**config.mk**
```make
export PLATFORM = sky130hd
export DESIGN_NAME = cnu_min_ctrl
export DESIGN_NICKNAME = d
export VERILOG_FILES = /design/src/rtl/cnu_pkg.sv /design/src/rtl/min2_update.sv /design/src/rtl/cnu_min_ctrl.sv
export SDC_FILE = /design/constraint.sdc
export NUM_CORES = 1
export LEC_CHECK = 0
export ABC_AREA = 1
export CAP_MARGIN = 40
export CORE_MARGIN = 2
export CORE_UTILIZATION = 52
export DETAILED_ROUTE_END_ITERATION = 7
export MAX_ROUTING_LAYER = met4
export PLACE_DENSITY = 0.83
export SLEW_MARGIN = 0
export SYNTH_ARGS = -nofsm -noshare
export SYNTH_HDL_FRONTEND = slang
export SYNTH_SLANG_ARGS = --single-unit
export TNS_END_PERCENT = 1
```
**constraint.sdc**
```tcl
create_clock -name clk -period 2.5 [get_ports clk]
set_clock_uncertainty 0.15 [all_clocks]
set_input_delay 0.25 -clock clk [delete_from_list [all_inputs] [get_ports clk]]
set_output_delay 0.25 -clock clk [all_outputs]
set_load 0.05 [all_outputs]
```
**src/rtl/cnu_pkg.sv**
```systemverilog
// Shared definitions for the serial min-sum check-node controller:
// FSM encoding, magnitude init value and row-degree clamp.
package cnu_pkg;

  typedef enum logic [1:0] {
    IDLE  = 2'd0,
    ACCUM = 2'd1,
    OUT   = 2'd2
  } state_e;

  // All-ones value of a w-bit magnitude (w <= 32).
  function automatic logic [31:0] mag_init(input int w);
    if (w >= 32) return 32'hFFFF_FFFF;
    return (32'd1 << w) - 32'd1;
  endfunction

  // Row degree limited to [2, 2**idx_w] so the beat counter never wraps.
  function automatic logic [31:0] deg_clamp(input logic [31:0] deg, input int idx_w);
    logic [31:0] dmax;
    dmax = 32'd1 << idx_w;
    if (deg < 32'd2) return 32'd2;
    if (deg > dmax)  return dmax;
    return deg;
  endfunction

endpackage

```
**src/rtl/min2_update.sv**
```systemverilog
// Combinational two-minimum update step; strict compares keep the earlier
// index on ties. Shared with the parallel compare tree.
module min2_update #(
  parameter int DATA_W = 8,
  parameter int IDX_W  = 5
) (
  input  logic [DATA_W-1:0] min1_i,
  input  logic [DATA_W-1:0] min2_i,
  input  logic [IDX_W-1:0]  idx_i,
  input  logic [DATA_W-1:0] mag_i,
  input  logic [IDX_W-1:0]  cnt_i,
  output logic [DATA_W-1:0] min1_o,
  output logic [DATA_W-1:0] min2_o,
  output logic [IDX_W-1:0]  idx_o
);

  always_comb begin
    min1_o = min1_i;
    min2_o = min2_i;
    idx_o  = idx_i;
    if (mag_i < min1_i) begin
      min2_o = min1_i;
      min1_o = mag_i;
      idx_o  = cnt_i;
    end else if (mag_i < min2_i) begin
      min2_o = mag_i;
    end
  end

endmodule

```
**src/rtl/cnu_min_ctrl.sv**
```systemverilog
// Serial check-node controller: accumulates sign product and min1/min2/idx
// over a row of deg messages, then holds the summary until downstream takes it.
module cnu_min_ctrl
  import cnu_pkg::*;
#(
  parameter int DATA_W = 8,
  parameter int IDX_W  = 5
) (
  input  logic              clk,
  input  logic              rst_n,
  input  logic [IDX_W:0]    deg_cfg,
  input  logic              in_valid,
  output logic              in_ready,
  input  logic              in_sign,
  input  logic [DATA_W-1:0] in_mag,
  output logic              out_valid,
  input  logic              out_ready,
  output logic [DATA_W-1:0] out_min1,
  output logic [DATA_W-1:0] out_min2,
  output logic [IDX_W-1:0]  out_idx,
  output logic              out_sign,
  output logic              busy
);

  localparam int DEG_W = IDX_W + 1;
  localparam logic [DATA_W-1:0] MAG_INIT = DATA_W'(mag_init(DATA_W));

  state_e              state_q, state_d;
  logic [DATA_W-1:0]   min1_q, min1_d, min2_q, min2_d;
  logic [IDX_W-1:0]    idx_q, idx_d, cnt_q, cnt_d;
  logic [DEG_W-1:0]    deg_q, deg_d, deg_eff;
  logic                sign_q, sign_d, last_beat;
  logic [DATA_W-1:0]   upd_min1, upd_min2;
  logic [IDX_W-1:0]    upd_idx;

  min2_update #(.DATA_W(DATA_W), .IDX_W(IDX_W)) u_upd (
    .min1_i (min1_q),
    .min2_i (min2_q),
    .idx_i  (idx_q),
    .mag_i  (in_mag),
    .cnt_i  (cnt_q),
    .min1_o (upd_min1),
    .min2_o (upd_min2),
    .idx_o  (upd_idx)
  );

  assign deg_eff   = DEG_W'(deg_clamp(32'(deg_cfg), IDX_W));
  assign last_beat = ({1'b0, cnt_q} == (deg_q - DEG_W'(1)));

  always_comb begin
    state_d = state_q;
    min1_d  = min1_q;
    min2_d  = min2_q;
    idx_d   = idx_q;
    sign_d  = sign_q;
    cnt_d   = cnt_q;
    deg_d   = deg_q;
    unique case (state_q)
      IDLE: begin
        if (in_valid) begin
          deg_d   = deg_eff;
          min1_d  = in_mag;
          min2_d  = MAG_INIT;
          idx_d   = '0;
          sign_d  = in_sign;
          cnt_d   = IDX_W'(1);
          state_d = ACCUM;
        end
      end
      ACCUM: begin
        if (in_valid) begin
          min1_d = upd_min1;
          min2_d = upd_min2;
          idx_d  = upd_idx;
          sign_d = sign_q ^ in_sign;
          cnt_d  = cnt_q + IDX_W'(1);
          if (last_beat) state_d = OUT;
        end
      end
      OUT: begin
        if (out_ready) begin
          cnt_d   = '0;
          state_d = IDLE;
        end
      end
      default: state_d = IDLE;
    endcase
  end

  always_ff @(posedge clk) begin
    if (!rst_n) begin
      state_q <= IDLE;
      min1_q  <= MAG_INIT;
      min2_q  <= MAG_INIT;
      idx_q   <= '0;
      sign_q  <= 1'b0;
      cnt_q   <= '0;
      deg_q   <= DEG_W'(2);
    end else begin
      state_q <= state_d;
      min1_q  <= min1_d;
      min2_q  <= min2_d;
      idx_q   <= idx_d;
      sign_q  <= sign_d;
      cnt_q   <= cnt_d;
      deg_q   <= deg_d;
    end
  end

  // in_ready is held low while reset is asserted, whatever the state.
  assign in_ready  = rst_n && (state_q != OUT);
  assign out_valid = (state_q == OUT);
  assign busy      = (state_q == ACCUM);
  assign out_min1  = min1_q;
  assign out_min2  = min2_q;
  assign out_idx   = idx_q;
  assign out_sign  = sign_q;

endmodule

```
==> metrics.csv, run 1 <==
metric,value,unit
setup_tns,0,ns
ctsHoldBuffers,0,
gp_congestion,0.895,
slew_violations,0,
syn_area,2270,um2
clk-insertion-delay-late,0.29,ns
hpwl,4170,um
period_share,0.876,
final.min_clock_period,2.19,ns
p_comb_frac,0.507,
syn_inst,333,
viasPerCell,5.25,
ant_nets,0,
synthesis.nets,372,
crit_path_end_kind,primary output,
hold-path-cell-count,2,
grt_pass1_wl,9160,um
cts_root_buffer,clkbuf_8,
area_growth,26.3,%
synth_top_cell_area_share,0.309,
p_seq_frac,0.293,
synth_flop_cell,dfxtp_1,
core,4260,um2
timing.rr.end,out_idx[4],
fmax,457,MHz
die_w,70.0,um
die_y,70.0,um
avgSynthCellArea,6.81,um2
leakage,1.48,nW
via_count,2283,
drt_iter0_drc,158,
ir_drop,0.000379,V
synth.distinct_cells,30,
clockBufferDepth,2,
grt_pass1_vias,2190,
numCtsBuffers,5,
synth-seq-cells,35,
internal_power,1.41,mW
cp_data_arrival_time,1.79,ns
crit_type,register to primary output,
clk_pin_slew,0.07,ns
post_cts_buffers,0,
p_clk_frac,0.201,
yosysMostFrequentCell,nand2_1,
powerDensity,896,nW/um2
required,2.10,ns
synthTopCellsByArea,"dfxtp_1 31%, nand2_1 16%, nand3_1 12%",
grt_usage,0.238,
p_switching,1.16,mW
htree_levels,2,
port-buffer-count,43,
ys_seq_area_frac,0.309,
worstSetupEndpoint,out_valid,
slew_headroom,0.666,
crit_path_max_fanout,4,
die_area,4900,um2
initial_core_util,0.532,
fin_util,0.672,
synth_largest_area_cell,dfxtp_1,
hp-class,register to register,
cts_tree,built,
startpoint_type,register,
r2r_start,out_min1[5],
outcome,completed,
cts_resized,0,
grt_overflow,0,
cts.sinks,35,
nets,421,
synthTopCellsByCount,"98 x nand2_1, 53 x nand3_1, 40 x inv_1",
drt-total-wl,5350,um
synthArstFlopShare,0,
pin_count,44,
diodes,0,
hold_viol,0,
yosysWarnings,0,
worstMarginPinSlew,0.500,ns
critPathLaunch,state_q[0],
swShare,0.450,
drc,0,
setup_violations,0,
grt_max_degree,26,
drv_cap,0,
r2r_cells,10,
std_cell_rows,24,
drt_first_pass_iters,4,
rsz0062_at_grt,false,
wl_per_cell,12.3,um
ff2ff_setup_slack,0.31,ns
drive_gt1_frac,0.0888,
synth_edf_count,0,
antenna_found_initial,0,
## flip-flops by register name, indices dropped and copies added (netlist names)
signal	cells
out_min2	8
out_min1	8
cnt_q	5
deg_q	6
state_q	2
out_sign	1
out_idx	5
## metal layers
metal	wire length [um]	GRT usage	part of all wire	vias to the layer above
li1	-	-	-	1167
met1	2220	0.254	0.41	1032
met2	2750	0.431	0.51	73
met3	248	0.0361	0.046	11
met4	138	0.111	0.026	0
met5	0	-	0	-
## layout by cell type, fill, tap and decap left out
master and instances:
a211oi_1 2, a21o_1 1, a21oi_1 20, a31oi_1 1
buf_12 1, buf_4 11, bufinv_16 1, clkbuf_8 5
clkdlybuf4s50_1 41, clkinv_2 1, clkinv_4 1, dfxtp_1 35
ha_1 20, inv_1 40, inv_2 2, nand2_1 98
nand2_2 2, nand2_4 4, nand2_8 1, nand3_1 53
nand3_2 1, nand4_1 1, nor2_1 24, nor2_2 2
nor2_8 1, nor3_1 1, o21a_1 1, o21ai_0 6
o21ai_1 1, or2_1 1, or2_2 1, xor2_1 3
## final cells by class
cell class,count,area [um2]
fillers,398,1400
multi-input cells,245,1320
flip-flops and latches,35,701
repair buffers,53,513
inverters,42,158
clock buffers,5,68.8
well taps,52,65.1
clock inverters,3,43.8
## through the flow
| stage | hold WS, ns | area [um2] | power (mW) | instances | setup WS (ns) |
|---|---|---|---|---|---|
| 2_1_floorplan | 0.213 | 2270 | 1.73 | 333 | 0.207 |
| 3_3_place_gp | 0.304 | 2750 | 2.02 | 427 | 0.0935 |
| 3_5_place_dp | 0.321 | 2750 | 2.06 | 427 | 0.0318 |
| 4_1_cts | 0.337 | 2860 | 2.57 | 435 | 0.296 |
| 5_1_grt | 0.363 | 2860 | 2.73 | 435 | 0.126 |
| 6_report | 0.331 | 2860 | 2.57 | 435 | 0.310 |
## power by group through the flow
stage	Clock [mW]	Combinational (mW)	Sequential, mW
floorplan	0	0.709	1.02
global placement	0	1.26	0.760
detailed placement	0	1.29	0.763
CTS	0.517	1.30	0.750
global route	0.540	1.42	0.765
finish	0.515	1.30	0.751
## worst max-delay path, stage by stage (launching register included)
cell,delay [ns]
dfxtp_1,0.33
inv_1,0.11
ha_1,0.23
clkdlybuf4s50_1,0.82
## worst min-delay path by stage
stage / startpoint / endpoint / slack (ns)
after floorplan: in_mag[0] / out_min1[0] / 0.21
after global placement: deg_q[1] / deg_q[1] / 0.30
after detailed placement: out_idx[3] / out_idx[3] / 0.32
after CTS: deg_q[0] / deg_q[0] / 0.34
after global routing: out_idx[4] / out_idx[4] / 0.36
final: deg_q[0] / deg_q[0] / 0.33
## cell families (layout without fill, tap and decap cells)
logic type,count (synthesis),after routing,synth area share
AND/OR/NAND/NOR,190,190,0.382
buffers and inverters,53,103,0.111
flip-flops,35,35,0.309
AO/OA/AOI/OAI,32,32,0.0756
adder cells (fa/ha/maj),20,20,0.110
XOR/XNOR,3,3,0.0116
Power figures use the tool's default switching activity.
==> inputs of run 2 (changes only) <==
--- a/config.mk
+++ b/config.mk
@@ -11,7 +11,7 @@
 export CORE_UTILIZATION = 52
 export DETAILED_ROUTE_END_ITERATION = 7
 export MAX_ROUTING_LAYER = met4
-export PLACE_DENSITY = 0.83
+export PLACE_DENSITY = 0.8
 export SLEW_MARGIN = 0
 export SYNTH_ARGS = -nofsm -noshare
 export SYNTH_HDL_FRONTEND = slang
==> run 2 against run 1 <==
Compared with the run above:
- clock-buffer cell count is 1 higher
- clock power down 19%
- design area down 1.4%
==> metrics.csv, run 2 (same netlist as run 1, synthesis figures left out) <==
metric,value,unit
std_cell_rows,24,
viasPerCell,5.13,
area_growth,24.6,%
whs,0.331,ns
pin_count,44,
rsz0062_at_grt,false,
p_clk_frac,0.170,
post_cts_buffers,0,
wl_met2,2570,um
slew_violations,0,
htree_levels,2,
startpoint_type,primary input,
clockBufferDepth,2,
grt_usage,0.236,
numCtsBuffers,5,
via_count,2218,
cts_root_buffer,clkbuf_8,
drt-total-wl,5200,um
antenna_found_initial,0,
setup_slack,0.270,ns
die_w,70.0,um
top_layer,met4,
grt_pass1_wl,9100,um
leakage,1.46,nW
port-buffer-count,43,
grt_max_degree,26,
hp-class,register to register,
hpwl,4030,um
finalInstanceArea,2820,um2
ctsHoldBuffers,0,
gp_congestion,0.887,
clk-insertion-delay-late,0.29,ns
drt_iter0_drc,192,
drive_gt1_frac,0.0816,
slew_headroom,0.662,
crit_type,primary input to register,
drt_first_pass_iters,4,
postPlaceCellArea,2740,um2
cp_data_arrival_time,2.31,ns
drv_cap,0,
nets,419,
dp_slack,-0.0251,ns
ant_nets,0,
initial_core_util,0.532,
die_y,70.0,um
grt_overflow,0,
outcome,completed,
diodes,0,
cts.sinks,35,
period_share,0.892,
wl_per_cell,12.0,um
drt-met1-wl,2260,um
final.min_clock_period,2.23,ns
clk_pin_slew,0.07,ns
core,4260,um2
die_area,4900,um2
p_comb_frac,0.525,
hold_viol,0,
crit_path_end_kind,register,
required,2.58,ns
mostFrequentLayoutCells,"98 x nand2_1, 53 x nand3_1, 41 x clkdlybuf4s50_1, 40 x inv_1, 35 x dfxtp_1",
fmax,448,MHz
cts_resized,0,
p_seq_frac,0.306,
setup_violations,0,
worstMarginPinSlew,0.505,ns
ir_drop,0.000452,V
dr_wl_met3,309,um
crit_path_max_fanout,12,
powerDensity,870,nW/um2
layout_commonest_cell,nand2_1,
drc,0,
cts_tree,built,
p_switching,1.13,mW
swShare,0.458,
grt_pass1_vias,2041,
internal_power,1.33,mW
==> run 2: cell count changes in the layout (fill, tap and decap cells not counted) <==
cell       previous run  this run
buf_4                11         9
bufinv_16             1         0
clkinv_4              1         0
clkbuf_8              5         6
==> run 2: power groups by stage <==
stage               registers (mW)  logic, mW  clock network, mW
floorplan                     1.02      0.709                  0
global placement             0.762       1.27                  0
detailed placement           0.763       1.28                  0
CTS                          0.751       1.29              0.422
global route                 0.770       1.42              0.450
finish                       0.751       1.29              0.417
==> run 2: layer usage <==
metal  GRT usage  up-vias
met1       0.295      985
met2       0.397       62
li1            -     1164
met4      0.0726        0
met5           -        -
met3      0.0346        7
==> run 2: final timing paths <==
kind	start	endpoint	slack, ns	cells after the start
min	out_idx[1]	out_idx[1]	0.33	2
max reg2reg	out_min1[5]	out_min1[4]	0.29	10
max	in_mag[7]	out_min1[4]	0.27	10
min reg2reg	out_idx[1]	out_idx[1]	0.33	2
==> run 2: cell type report <==
cell class	count	area, um2
clock buffer	6	82.6
clock inverter	1	5.00
fill	398	1440
inverter	42	158
multi-input combinational	245	1320
sequential	35	701
tap	52	65.1
timing repair buffer	51	498
==> run 2: critical path, cell delays in order <==
cell and delay (ns):
clkdlybuf4s50_1 0.48, ha_1 0.34, a21oi_1 0.15, o21a_1 0.29, nand2_8 0.11, nand2_4 0.10, nand2_4 0.08, inv_1 0.32
nand2_1 0.11, nand3_1 0.08
==> run 2: stage by stage <==
stage / setup TNS [ns] / utilization / instances / power, mW
global placement: 0 / 0.642 / 425 / 2.03
floorplan: 0 / - / 333 / 1.73
detailed placement: -0.0500 / 0.642 / 425 / 2.05
global route: 0 / 0.662 / 432 / 2.64
finish: 0 / 0.662 / 432 / 2.46
CTS: 0 / 0.662 / 432 / 2.46
==> inputs of run 3 (changes only) <==
--- a/config.mk
+++ b/config.mk
@@ -7,11 +7,9 @@
 export LEC_CHECK = 0
 export ABC_AREA = 1
 export CAP_MARGIN = 40
-export CORE_MARGIN = 2
-export CORE_UTILIZATION = 52
+export CORE_UTILIZATION = 30
 export DETAILED_ROUTE_END_ITERATION = 7
 export MAX_ROUTING_LAYER = met4
-export PLACE_DENSITY = 0.8
 export SLEW_MARGIN = 0
 export SYNTH_ARGS = -nofsm -noshare
 export SYNTH_HDL_FRONTEND = slang
==> run 3 against run 2 <==
Compared with the run above:
- flip-flop and latch count unchanged
- worst setup slack better by 0.027 ns
- sequential power about the same
- via count is 1.0% lower
- clock power grew 1%
- clock-buffer cell count unchanged
- maximum frequency rose by 1.2%
- utilization fell by 26 points
- highest routed layer unchanged
==> metrics.csv, run 3 (same netlist as run 1, synthesis figures left out) <==
metric,value,unit
drt_iter0_drc,73,
setup_tns,0,ns
clockBufferDepth,2,
n_fill_cell,804,
p_seq_frac,0.303,
multi_input_area,1320,um2
drive_gt1_frac,0.0864,
p_switching,1.14,mW
drt-total-wl,5440,um
cts.sinks,35,
die_area,7910,um2
grt_pass1_wl,9280,um
rsz0062_at_grt,false,
cts_root_buffer,clkbuf_8,
drc,0,
ant_nets,0,
mostFrequentLayoutCells,"98 x nand2_1, 53 x nand3_1, 41 x clkdlybuf4s50_1, 40 x inv_1, 35 x dfxtp_1",
antenna_found_initial,0,
period_share,0.881,
fmax,454,MHz
cp_data_arrival_time,1.80,ns
cts_tree,built,
grt_usage,0.157,
outcome,completed,
required,2.10,ns
final.min_clock_period,2.20,ns
die_w,88.9,um
grt_pass1_vias,2045,
via_count,2195,
crit_type,register to primary output,
crit_path_max_fanout,4,
post_cts_buffers,0,
setup_slack,0.297,ns
clk-insertion-delay-late,0.29,ns
initial_core_util,0.311,
dpl.cell_count,474,
ir_drop,0.000239,V
std_cell_rows,31,
hold_viol,0,
powerDensity,854,nW/um2
diodes,0,
internal_power,1.35,mW
die_y,88.9,um
hpwl,4240,um
grt_max_degree,26,
htree_levels,2,
crit_path_end_kind,primary output,
pin_count,44,
drv_cap,0,
cts_resized,0,
leakage,1.47,nW
swShare,0.458,
wl_per_cell,11.3,um
p_clk_frac,0.170,
clk_pin_slew,0.07,ns
startpoint_type,register,
core,7290,um2
p_comb_frac,0.527,
ctsHoldBuffers,0,
layout_commonest_cell,nand2_1,
numCtsBuffers,5,
drt_first_pass_iters,4,
worstMarginPinSlew,0.499,ns
setup_violations,0,
area_growth,28.4,%
finalNonFillerCells,481,
nets,421,
hp-class,register to register,
grt_overflow,0,
slew_violations,0,
regArea,701,um2
slew_headroom,0.666,
gp_congestion,0.770,
viasPerCell,4.56,
port-buffer-count,43,
dp_slack,0.0341,ns
run 3: area by class of cell:
cell class              instances  share of cell area
multi-input cells             245               0.452
clock buffers                   6              0.0284
inverters                      42              0.0542
flip-flops and latches         35               0.241
repair buffers                 53               0.181
clock inverters                 1             0.00172
well taps                      99              0.0426
run 3: layer usage:
| metal | GRT usage | wire [um] |
|---|---|---|
| met2 | 0.283 | 2720 |
| met3 | 0.0305 | 197 |
| met4 | 0.0433 | 63 |
| met5 | - | 0 |
| met1 | 0.178 | 2460 |
run 3: path summary, 6_finish.rpt:
kind                       to  slack (ns)        start  cells after the start
setup / recovery    out_valid        0.30   state_q[0]                      3
hold / removal       deg_q[1]        0.32     deg_q[1]                      2
setup reg to reg  out_min2[4]        0.33  out_min1[7]                     11
hold reg to reg      deg_q[1]        0.32     deg_q[1]                      2
run 3: power by group through the flow:
stage	clock [mW]	sequential (mW)	combinational (mW)
after floorplan	0	1.02	0.709
after global placement	0	0.765	1.30
after detailed placement	0	0.767	1.32
after CTS	0.435	0.754	1.32
after global routing	0.466	0.766	1.45
final	0.423	0.754	1.31
run 3: worst max-delay path: stages, from the launching register on:
cell	delay, ns
dfxtp_1	0.33
inv_1	0.10
ha_1	0.25
clkdlybuf4s50_1	0.83
run 3: metrics by stage:
step	power, mW	util	hold WS [ns]	area, um2
4_1_cts	2.51	0.399	0.328	2910
6_report	2.49	0.399	0.324	2910
3_3_place_gp	2.07	0.387	0.308	2820
3_5_place_dp	2.08	0.387	0.310	2820
5_1_grt	2.69	0.399	0.358	2910
2_1_floorplan	1.73	-	0.213	2270
